===== src/rtl/program_loader_pkg.sv =====
// Shared definitions for the serial program loader: loader states, the default
// frame header and the instruction opcode type.
package program_loader_pkg;

  localparam logic [7:0] HEADER_DEFAULT = 8'hA5;
  localparam int         CODE_DEFAULT   = 4;

  typedef logic [CODE_DEFAULT-1:0] opcode_t;

  typedef enum logic [2:0] {
    IDLE,
    LEN,
    HI,
    LO,
    WRITE,
    CHK,
    DONE,
    ERR
  } state_e;

endpackage


===== src/rtl/program_loader.sv =====
// Receives a framed byte stream (header, length, word pairs, XOR checksum),
// writes each word into program memory and releases the core only on a good frame.
module program_loader
  import program_loader_pkg::*;
#(
  parameter int         ADDR   = 8,
  parameter int         CODE   = 4,
  parameter int         WORD   = ADDR + CODE,
  parameter logic [7:0] HEADER = HEADER_DEFAULT
) (
  input  logic            clk,
  input  logic            rst,
  input  logic            rx_valid,
  input  logic [7:0]      rx_data,
  output logic            rx_ready,
  output logic            program_write,
  output logic [ADDR-1:0] program_addr,
  output logic [WORD-1:0] program_cmd,
  output logic            core_rst,
  output logic            done,
  output logic            error
);

  state_e          state_q, state_d;
  logic [7:0]      len_q;
  logic [ADDR-1:0] idx_q;
  logic [7:0]      chk_q;
  logic [CODE-1:0] hi_q;

  logic            rx_ready_q;
  logic            program_write_q;
  logic [ADDR-1:0] program_addr_q;
  logic [WORD-1:0] program_cmd_q;
  logic            core_rst_q;
  logic            done_q;
  logic            error_q;

  logic fire;
  logic hi_illegal;
  logic last_word;

  assign fire       = rx_valid & rx_ready_q;
  assign hi_illegal = (rx_data >> CODE) != 8'd0;
  assign last_word  = (idx_q == ADDR'(len_q - 8'd1));

  always_comb begin
    state_d = state_q;
    case (state_q)
      IDLE:  if (fire && rx_data == HEADER) state_d = LEN;
      LEN:   if (fire) state_d = (rx_data == 8'd0) ? ERR : HI;
      HI:    if (fire) state_d = hi_illegal ? ERR : LO;
      LO:    if (fire) state_d = WRITE;
      WRITE: state_d = last_word ? CHK : HI;
      CHK:   if (fire) state_d = (rx_data == chk_q) ? DONE : ERR;
      DONE,
      ERR:   if (fire && rx_data == HEADER) state_d = LEN;
      default: state_d = IDLE;
    endcase
  end

  // Outputs are registered from the next state so they line up with state_q.
  always_ff @(posedge clk) begin
    if (rst) begin
      state_q         <= IDLE;
      len_q           <= '0;
      idx_q           <= '0;
      chk_q           <= '0;
      hi_q            <= '0;
      rx_ready_q      <= 1'b0;
      program_write_q <= 1'b0;
      program_addr_q  <= '0;
      program_cmd_q   <= '0;
      core_rst_q      <= 1'b1;
      done_q          <= 1'b0;
      error_q         <= 1'b0;
    end else begin
      state_q         <= state_d;
      rx_ready_q      <= (state_d != WRITE);
      program_write_q <= (state_d == WRITE);
      core_rst_q      <= (state_d != DONE);
      done_q          <= (state_d == DONE);
      error_q         <= (state_d == ERR);

      if (state_d == LEN) begin
        idx_q <= '0;
        chk_q <= '0;
      end
      if (state_q == LEN && state_d == HI) len_q <= rx_data;
      if (state_q == HI && state_d == LO) begin
        hi_q  <= rx_data[CODE-1:0];
        chk_q <= chk_q ^ rx_data;
      end
      // The lo byte goes straight into the command register; no separate latch.
      if (state_q == LO && state_d == WRITE) begin
        chk_q          <= chk_q ^ rx_data;
        program_cmd_q  <= {hi_q, rx_data};
        program_addr_q <= idx_q;
      end
      if (state_q == WRITE) idx_q <= idx_q + 1'b1;
    end
  end

  assign rx_ready      = rx_ready_q;
  assign program_write = program_write_q;
  assign program_addr  = program_addr_q;
  assign program_cmd   = program_cmd_q;
  assign core_rst      = core_rst_q;
  assign done          = done_q;
  assign error         = error_q;

endmodule

===== config.mk =====
export PLATFORM = sky130hd
export DESIGN_NAME = program_loader
export DESIGN_NICKNAME = d
export VERILOG_FILES = /design/src/rtl/program_loader_pkg.sv /design/src/rtl/program_loader.sv
export SDC_FILE = /design/constraint.sdc
export NUM_CORES = 1
export LEC_CHECK = 0
export CAP_MARGIN = 40
export CORE_MARGIN = 4
export CORE_UTILIZATION = 53
export DETAILED_ROUTE_END_ITERATION = 12
export GPL_TIMING_DRIVEN = 1
export PLACE_DENSITY = 0.75
export SLEW_MARGIN = 20
export SYNTH_ARGS = -nofsm -noshare
export SYNTH_HDL_FRONTEND = slang
export SYNTH_SLANG_ARGS = --single-unit

===== constraint.sdc =====
create_clock -name clk -period 3.86 [get_ports clk]
set_input_delay 0.772 -clock clk [delete_from_list [all_inputs] [get_ports clk]]
set_output_delay 0.772 -clock clk [all_outputs]
set_load 0.1 [all_outputs]

# ---- Yosys cells after proc, flatten, opt, wreduce, memory -nomap -nowiden
# Index checks and enable logic that the tools add are counted.
dict set report classes {
  n_eq_ne 18
  add_sub_neg 2
  bitwise 2
  n_mux 14
  reduce_logical 10
}
# operator n
set ops {}
lappend ops {{8-bit two-way mux} 4}
lappend ops {{3-bit two-way mux} 8}
lappend ops {{3-bit equality test, second input constant} 7}
lappend ops {{3-bit one-hot mux with 6 select lines} 1}
lappend ops {{8-bit equality test} 2}
lappend ops {{3-bit by 2-bit equality test with 1-bit output, second input constant} 4}
lappend ops {{8-bit by 1-bit adder with 8-bit output, second input constant} 1}
lappend ops {{8-bit equality test, second input constant} 1}
lappend ops {{8-bit logical NOT} 1}
lappend ops {{8-bit nonzero test} 1}
lappend ops {{8-bit by 1-bit subtractor with 8-bit output, second input constant} 1}
lappend ops {{8-bit bitwise XOR} 1}
lappend ops {{3-bit by 1-bit equality test with 1-bit output, second input constant} 2}
lappend ops {{3-bit != test, second input constant} 2}
lappend ops {{1-bit logical AND} 4}
lappend ops {{3-bit logical NOT} 1}
lappend ops {{3-bit nonzero test} 1}
lappend ops {{3-bit OR reduction} 1}
lappend ops {{2-bit nonzero test} 1}
lappend ops {{1-bit bitwise AND} 1}
lappend ops {{1-bit two-way mux} 1}
dict set report word_totals {
  ff_bits 56
  wordCells 58
  output_inout_bits 25
  in_bits 11
}

# ---- Logic depth before layout (Yosys ltp)
# Gate-level depths: netlist (run 1).
dict set report logic_depth {
  word_depth 8
  depth_mapped 10
  mapped_depth_nobuf 9
}

# ---- Worst setup path before layout (run 1)
# No wires, ideal clock.
dict set report synth_path {
  kind {register to register}
  start {register rx_ready_q, in the netlist rx_ready}
  end {register chk_q[5]}
  path_buffers 1
  arrival_time_ns 2.673
  stages_incl_launch_ff 9
  period_less_slack_ns 2.795
  setup_slack_ns 1.065
  required_ns 3.738
  cell_sequence {dfxtp_1 -> nand2_1 -> nor4_1 -> a31oi_1 -> a211oi_2 -> a211oi_4 -> buf_6 -> and3b_1 -> a221o_1}
}
dict set report synth_via {
  elab_chain_cells 8
}
# item line
set synth_lines {}
lappend synth_lines {{from (decl)} program_loader.sv:30} ;# logic rx_ready_q;
lappend synth_lines {{from (signal assigned)} program_loader.sv:78} ;# rx_ready_q <= (state_d != WRITE);
lappend synth_lines {{1-bit bitwise AND (*)} program_loader.sv:42} ;# assign fire = rx_valid & rx_ready_q;
lappend synth_lines {{1-bit logical AND} {program_loader.sv:49, program_loader.sv:56}}
lappend synth_lines {{3-bit two-way mux} {program_loader.sv:49, program_loader.sv:56}}
lappend synth_lines {{3-bit one-hot mux with 6 select lines (*)} program_loader.sv:48} ;# case (state_q)
lappend synth_lines {{3-bit by 2-bit equality test with 1-bit output} program_loader.sv:89} ;# if (state_q == HI && state_d == LO) begin
lappend synth_lines {{1-bit logical AND} program_loader.sv:89}
lappend synth_lines {{8-bit two-way mux} program_loader.sv:89}
lappend synth_lines {{8-bit two-way mux} program_loader.sv:94} ;# if (state_q == LO && state_d == WRITE) begin
lappend synth_lines {{to (signal assigned)} program_loader.sv:91} ;# chk_q <= chk_q ^ rx_data;
lappend synth_lines {{to (signal assigned)} program_loader.sv:95} ;# chk_q <= chk_q ^ rx_data;
lappend synth_lines {{to (decl)} program_loader.sv:27} ;# logic [7:0] chk_q;
# Mark *: on every way between the ends. The rest lies on a longest branch, timed or not.
# A chain may end at the register's enable or synchronous reset.

# ---- Worst setup path after layout (run 1)
dict set report layout_path {
  start {input port rx_data[6]}
  end {register chk_q[7]}
}
dict set report layout_via {
  elab_chain_cells 8
}
# item line
set layout_lines {}
lappend layout_lines {{from (decl)} program_loader.sv:14} ;# input logic [7:0] rx_data,
lappend layout_lines {{8-bit equality test (tied with other cells)} program_loader.sv:54} ;# CHK: if (fire) state_d = (rx_data == chk_q) ? DONE : ERR;
lappend layout_lines {{1-bit two-way mux (tied with other cells)} program_loader.sv:54}
lappend layout_lines {{3-bit two-way mux (on tied branches)} -}
lappend layout_lines {{3-bit one-hot mux with 6 select lines (*)} program_loader.sv:48}
lappend layout_lines {{3-bit by 2-bit equality test with 1-bit output} program_loader.sv:89}
lappend layout_lines {{1-bit logical AND} program_loader.sv:89}
lappend layout_lines {{8-bit two-way mux} program_loader.sv:89}
lappend layout_lines {{8-bit two-way mux} program_loader.sv:94}
# Marked as above.

==> impl_metrics.csv, run 1 <==
group,metric,value,unit
flow_run,cap_violations,0,
place,dp_slack,0.385,ns
setup_path,start_kind,"input pin",
route,met2_length,3.28,mm
timing,worstMarginPinSlew,0.673,ns
place,numPortBuffers,35,
yosys,synthCells,329,
setup_path,cp_max_fo,8,
setup_path,reg2reg_slack,1.10,ns
clocking,clock_sinks,56,
floorplanning,start_util,54.9,%
floorplanning,num_rows,26,
clocking,cts_max_path_buffers,2,
grt,grt_pass1_vias,2500,
yosys,yosys-top-cells-area,"dfxtp_1, nand2_1, a21oi_1",
floorplanning,die_y,80.7,µm
grt,grt_pass1_wl,12.0,mm
timing,skew,0.00550,ns
timing,final_hold_viol_count,0,
clocking,clk_latency,0.31,ns
pwr,power_leakage,1.40,nW
setup_path,r2r-end,"chk_q[7]$_SDFFE_PP0P_",
route,wl_met1,3.10,mm
yosys,ys_ff_latch,56,
route,first_pass_iters,4,
route,wl_met3,366,µm
route,vias,2556,
route,drc,0,
yosys,synth_warnings,0,
grt,grt_overflow,0,
timing,post-route-period-util,83.2,%
clocking,cts_made_buffers,5,
setup_path,slowest_stage,"nor4_1",
timing,min_period,3.21,ns
timing,rsz0062_at_grt,"false",
route,avgRoutedWirePerCell,15.4,µm
cells_and_area,area_delta_synth_final,30.4,%
timing,relSlewSlack,54.7,%
setup_path,crit_arrival,3.47,ns
timing,fmax,312,MHz
floorplanning,fp.dieW,80.7,µm
yosys,netlist_area,2800,µm²
cells_and_area,stdcell_count,449,
setup_path,cpPeakStageDelay,0.64,ns
place,gp_congestion,0.831,
clocking,clk_pin_slew,0.11,ns
yosys,syn-mean-instance-area,8.52,µm²
floorplanning,core-area,5110,µm²
pwr,power_density,263,nW/µm²
yosys,syn-num-nets,342,
yosys,yosysSeqAreaShare,40.0,%
clocking,ctsResizeCount,0,
cells_and_area,drive_gt1_share,14.2,%
clocking,tritoncts,"built",
route,viasPerCell,5.69,
setup_path,worstRegToRegCells,7,
setup_path,r2r_start,"state_q[2]$_SDFF_PP0_",
grt,grt_usage,23.6,%
yosys,ys.flop_type,"dfxtp_1",
timing,drv_slew,0,
yosys,synth_edf_count,0,
clocking,cts_hold_buf,0,
timing,fin_setup_tns,0,ns
grt,grt_max_degree,42,
place,placed_cells,440,
yosys,synth_top_cell_area_share,40.0,%
setup_path,cp_data_required_time,4.12,ns
clocking,cts_root_buffer,"clkbuf_8",
setup_path,criticalPathCategory,"in2reg",
place,hpwl,5.04,mm
setup_path,crit_chain,"clkdlybuf4s50_1, nor4_1, a31o_2, a21oi_1, o21ai_1, inv_1, nor3_4, a221o_1",
timing,finalSetupViolCount,0,
route,wl,6.92,mm
route,antenna_left,0,
route,drt_iter0_drc,192,
timing,timing.final.ws_setup,0.650,ns
yosys,async_reset_ff_share,0,%
status,outcome,"completed",
clocking,cts_max_level,2,
floorplanning,dieArea,6520,µm²
floorplanning,top_level_ports,36,
hold_path,hp-class,"reg2reg",
cells_and_area,layout.nets,391,
clocking,postCtsSetupRepairBufs,0,
cells_and_area,fill_cells,393,
setup_path,crit_buf_inv,2,
setup_path,path_depth,8,
pwr,ir_drop,0.000236,V
cells_and_area,antenna_cells,0,
setup_path,path_delay_family,"simple AND/OR/NAND/NOR gates",
setup_path,cp-endpoint,"chk_q[7]$_SDFFE_PP0P_",
setup_path,cp-end-kind,"flop",
grt,antenna_found_initial,0,
route,top_layer,"met4",
yosys,yosysTopAreaCell,"dfxtp_1",
yosys,synthDistinctLibCells,55,
setup_path,crit_path_start,"rx_data[6]",
## worst register-to-register path, stage by stage, from the launching register on
cell and delay (ns):
dfxtp_1 0.69, nor3b_4 0.49, nand3_1 0.15, nor4_2 0.19, o211ai_2 0.25, a211oi_4 0.56
and3b_1 0.25, a221o_1 0.11
## per-layer routing
metal | track usage, % | up-vias
li1 | - | 1271
met2 | 37.7 | 79
met3 | 5.10 | 12
met1 | 31.0 | 1194
met4 | 10.1 | 0
met5 | 0 | -
## area by class of cell
type / instances / area [µm²] / area share [%]
tap: 70 / 87.6 / 2.40
inverter: 6 / 22.5 / 0.616
clock inverter: 3 / 22.5 / 0.616
sequential: 56 / 1120 / 30.7
clock buffer: 5 / 68.8 / 1.88
multi-input combinational: 246 / 1570 / 42.8
timing repair buffer: 63 / 768 / 21.0
## kinds of logic after synthesis
| logic type | after synthesis | share of synthesized area (%) |
|---|---|---|
| xor gates and xnor gates | 14 | 4.64 |
| and+or+nand+nor | 141 | 26.5 |
| DFF | 56 | 40.0 |
| AOI/OAI and AO/OA | 76 | 18.9 |
| buffers and inverters | 27 | 4.42 |
| muxes | 13 | 4.69 |
| adders and majority gates | 2 | 0.892 |
## flip-flops by register name (all words and copies together), names as in the netlist
| register | count |
|---|---|
| error | 1 |
| hi_q | 4 |
| core_rst | 1 |
| rx_ready | 1 |
| program_addr | 8 |
| program_write | 1 |
| done | 1 |
| state_q | 3 |
| idx_q | 8 |
| len_q | 8 |
| chk_q | 8 |
| program_cmd | 12 |
## cells in the mapped netlist (2+ instances only)
| library cell | n |
|---|---|
| or2_2 | 2 |
| o21ai_1 | 4 |
| a221o_1 | 7 |
| and3b_1 | 6 |
| a21bo_1 | 2 |
| buf_2 | 6 |
| nand3_1 | 9 |
| and3_1 | 2 |
| o21ai_0 | 5 |
| nor4_1 | 7 |
| a311oi_1 | 4 |
| xnor2_1 | 4 |
| ha_1 | 2 |
| nor3_4 | 2 |
| nand2b_1 | 2 |
| and4_1 | 2 |
| nand4_1 | 2 |
| o22ai_1 | 3 |
| dfxtp_1 | 56 |
| nor3_1 | 4 |
| a22oi_1 | 2 |
| buf_6 | 2 |
| nor4_2 | 3 |
| xor2_1 | 9 |
| a21oi_1 | 29 |
| mux2i_1 | 12 |
| clkbuf_1 | 13 |
| nor2b_1 | 10 |
| nand2_1 | 52 |
| a31oi_1 | 6 |
| inv_1 | 6 |
| nor2_1 | 31 |
## power by group
part	switching [mW]	total (mW)	internal [mW]
clock network	0.203	0.333	0.131
logic	0.0318	0.0500	0.0182
registers	0.000679	0.579	0.578
## worst min path at each step
| stage | to | start | depth (start not counted) | slack, ns |
|---|---|---|---|---|
| after global placement | program_cmd[3]$_SDFFE_PP0P_ | program_cmd[3]$_SDFFE_PP0P_ | 2 | 0.44 |
| after CTS | program_cmd[11]$_SDFFE_PP0P_ | hi_q[3]$_SDFFE_PP0N_ | 2 | 0.47 |
| final | program_cmd[11]$_SDFFE_PP0P_ | hi_q[3]$_SDFFE_PP0N_ | 2 | 0.46 |
| after detailed placement | program_addr[7]$_SDFFE_PP0P_ | program_addr[7]$_SDFFE_PP0P_ | 2 | 0.45 |
| after floorplan | program_cmd[10]$_SDFFE_PP0P_ | hi_q[2]$_SDFFE_PP0N_ | 2 | 0.43 |
| after global routing | program_addr[2]$_SDFFE_PP0P_ | program_addr[2]$_SDFFE_PP0P_ | 2 | 0.48 |
## layout by cell type, fill, tap and decap left out, types with 2 or more instances in the layout
cell              n
dfxtp_1          56
nand2_1          52
clkdlybuf4s50_1  35
nor2_1           31
a21oi_1          29
buf_8            25
mux2i_1          12
nor2b_1          10
nand3_1           9
xor2_1            9
a221o_1           7
inv_1             6
nor4_1            6
a31oi_1           6
and3b_1           6
o21ai_0           5
clkbuf_8          5
nor4_2            4
o21ai_1           4
nor3_1            4
xnor2_1           4
a311oi_1          4
o22ai_1           3
and4_1            2
a22oi_1           2
and3_1            2
nor3_4            2
or2_2             2
nand4_1           2
nand2b_1          2
a21bo_1           2
ha_1              2
buf_4             2
## per-stage QoR
step           utilization, %  area [µm²]  hold WS (ns)  total power, mW
2_1_floorplan               -        2800         0.431            0.619
5_1_grt                  71.6        3660         0.480            0.997
4_1_cts                  71.3        3640         0.465            0.968
6_report                 71.6        3660         0.458            0.962
3_5_place_dp             69.5        3550         0.450            0.642
3_3_place_gp             61.9        3160         0.443            0.640
(Power assumes the default switching activity.)
==> inputs of run 2 (changes only) <==
- CORE_UTILIZATION: 53 -> 50
- PLACE_DENSITY: 0.75 -> 0.74
- clock period: 3.86 -> 2.7 ns (I/O delays scaled with it)
==> run 2 against run 1 <==
Effect of this change:
- via count down 0.59%
- sequential power rose by 43%
- total power up 45%
- clock skew grew 0.0011 ns
==> impl_metrics.csv, run 2 (synthesis gave the netlist of run 1 again) <==
group,metric,value,unit
cells_and_area,fill_cells,476,
grt,grt_usage,20.3,%
timing,post-route-period-util,95.7,%
cells_and_area,area_delta_synth_final,24.1,%
grt,grt_pass1_wl,11.8,mm
floorplanning,top_level_ports,36,
clocking,tritoncts,"built",
place,dp_slack,-0.216,ns
timing,fmax,387,MHz
pwr,ir_drop,0.000264,V
timing,rsz0062_at_grt,"false",
clocking,cts_root_buffer,"clkbuf_8",
clocking,cts_made_buffers,5,
floorplanning,die_y,82.9,µm
route,antenna_left,0,
floorplanning,start_util,51.2,%
pwr,power_leakage,1.45,nW
grt,grt_pass1_vias,2508,
cells_and_area,layout_common_cells,"buf_4, dfxtp_1, nand2_1, nor2_1, a21oi_1",
place,numPortBuffers,35,
timing,relSlewSlack,65.8,%
setup_path,crit_arrival,2.79,ns
cells_and_area,largest_reg_flops,12,
grt,grt_overflow,0,
timing,timing.final.ws_setup,0.116,ns
cells_and_area,final_common_cell,"buf_4",
pwr,power_density,400,nW/µm²
timing,fin_setup_tns,0,ns
clocking,clock_sinks,56,
route,first_pass_iters,4,
clocking,clk_pin_slew,0.10,ns
route,wl,6.78,mm
timing,final_hold_viol_count,0,
floorplanning,fp.dieW,82.9,µm
grt,antenna_found_initial,0,
flow_run,cap_violations,0,
place,gp_congestion,0.919,
setup_path,cp_data_required_time,2.90,ns
setup_path,start_kind,"input pin",
setup_path,cp_max_fo,14,
setup_path,r2r_start,"len_q[0]$_SDFFE_PP0P_",
clocking,clk_latency,0.31,ns
setup_path,criticalPathCategory,"in2reg",
timing,drv_slew,0,
route,drt_iter0_drc,149,
hold_path,hp-class,"reg2reg",
timing,finalSetupViolCount,0,
route,avgRoutedWirePerCell,14.7,µm
timing,worstMarginPinSlew,0.508,ns
setup_path,cp-end-kind,"flop",
cells_and_area,layout.nets,400,
timing,min_period,2.58,ns
clocking,cts_max_path_buffers,2,
pwr,fin_total_pwr,1.39,mW
hold_path,hold_path.startpoint,"program_addr[6]$_SDFFE_PP0P_",
floorplanning,core-area,5470,µm²
status,outcome,"completed",
floorplanning,dieArea,6870,µm²
clocking,cts_max_level,2,
cells_and_area,drive_gt1_share,23.5,%
timing,skew,0.00657,ns
setup_path,reg2reg_slack,0.14,ns
setup_path,crit_path_start,"rx_data[5]",
route,drc,0,
route,viasPerCell,5.52,
grt,grt_max_degree,28,
place,hpwl,5.00,mm
floorplanning,num_rows,27,
cells_and_area,antenna_cells,0,
route,vias,2541,
run 2: routing by layer:
layer / vias to the layer above / part of all wire (%) / global-route usage [%]
li1: 1287 / - / -
met1: 1178 / 47 / 28.0
met2: 67 / 47 / 32.3
met3: 9 / 4.3 / 2.98
met4: 0 / 1.5 / 6.84
met5: - / 0 / 0
run 2: layout make-up:
class,count,area [µm²],area share [%]
inverters,6,22.5,0.647
well taps,72,90.1,2.59
flip-flops and latches,56,1120,32.2
clock inverters,3,22.5,0.647
repair buffers,72,571,16.4
multi-input cells,246,1580,45.5
clock buffers,5,68.8,1.98
run 2: worst paths after layout:
check,endpoint,depth (start not counted)
max,chk_q[6]$_SDFFE_PP0P_,9
min,program_addr[6]$_SDFFE_PP0P_,2
min reg2reg,program_addr[6]$_SDFFE_PP0P_,2
max reg2reg,chk_q[6]$_SDFFE_PP0P_,10
run 2: power by group:
group | leakage [nW] | switching (mW) | internal, mW
clock network | 0.0485 | 0.286 | 0.187
logic | 0.953 | 0.0511 | 0.0420
registers | 0.451 | 0.000980 | 0.826
total | 1.45 | 0.338 | 1.06
run 2: metrics by stage:
step	hold slack, ns	utilization, %	std cells	area, µm²
3_5_place_dp	0.447	61.2	450	3350
3_3_place_gp	0.444	61.2	450	3350
5_1_grt	0.485	63.6	460	3480
4_1_cts	0.461	62.9	458	3440
2_1_floorplan	0.431	-	329	2810
6_report	0.459	63.6	460	3480
run 2: critical path, cell delays in order:
cell and delay, ns:
clkdlybuf4s50_1 0.49, xor2_1 0.19, nor4_1 0.31, a31oi_1 0.18, a211oi_2 0.35, a211oi_4 0.10, buf_4 0.20, and3b_1 0.17
a221o_1 0.25
run 2: what timing repair did:
item,CTS,global route
endpoints found under the hold margin,0,0
gates resized for setup,0,5
setup endpoints to repair,0,14
buffers inserted,0,2
hold buffers,0,0
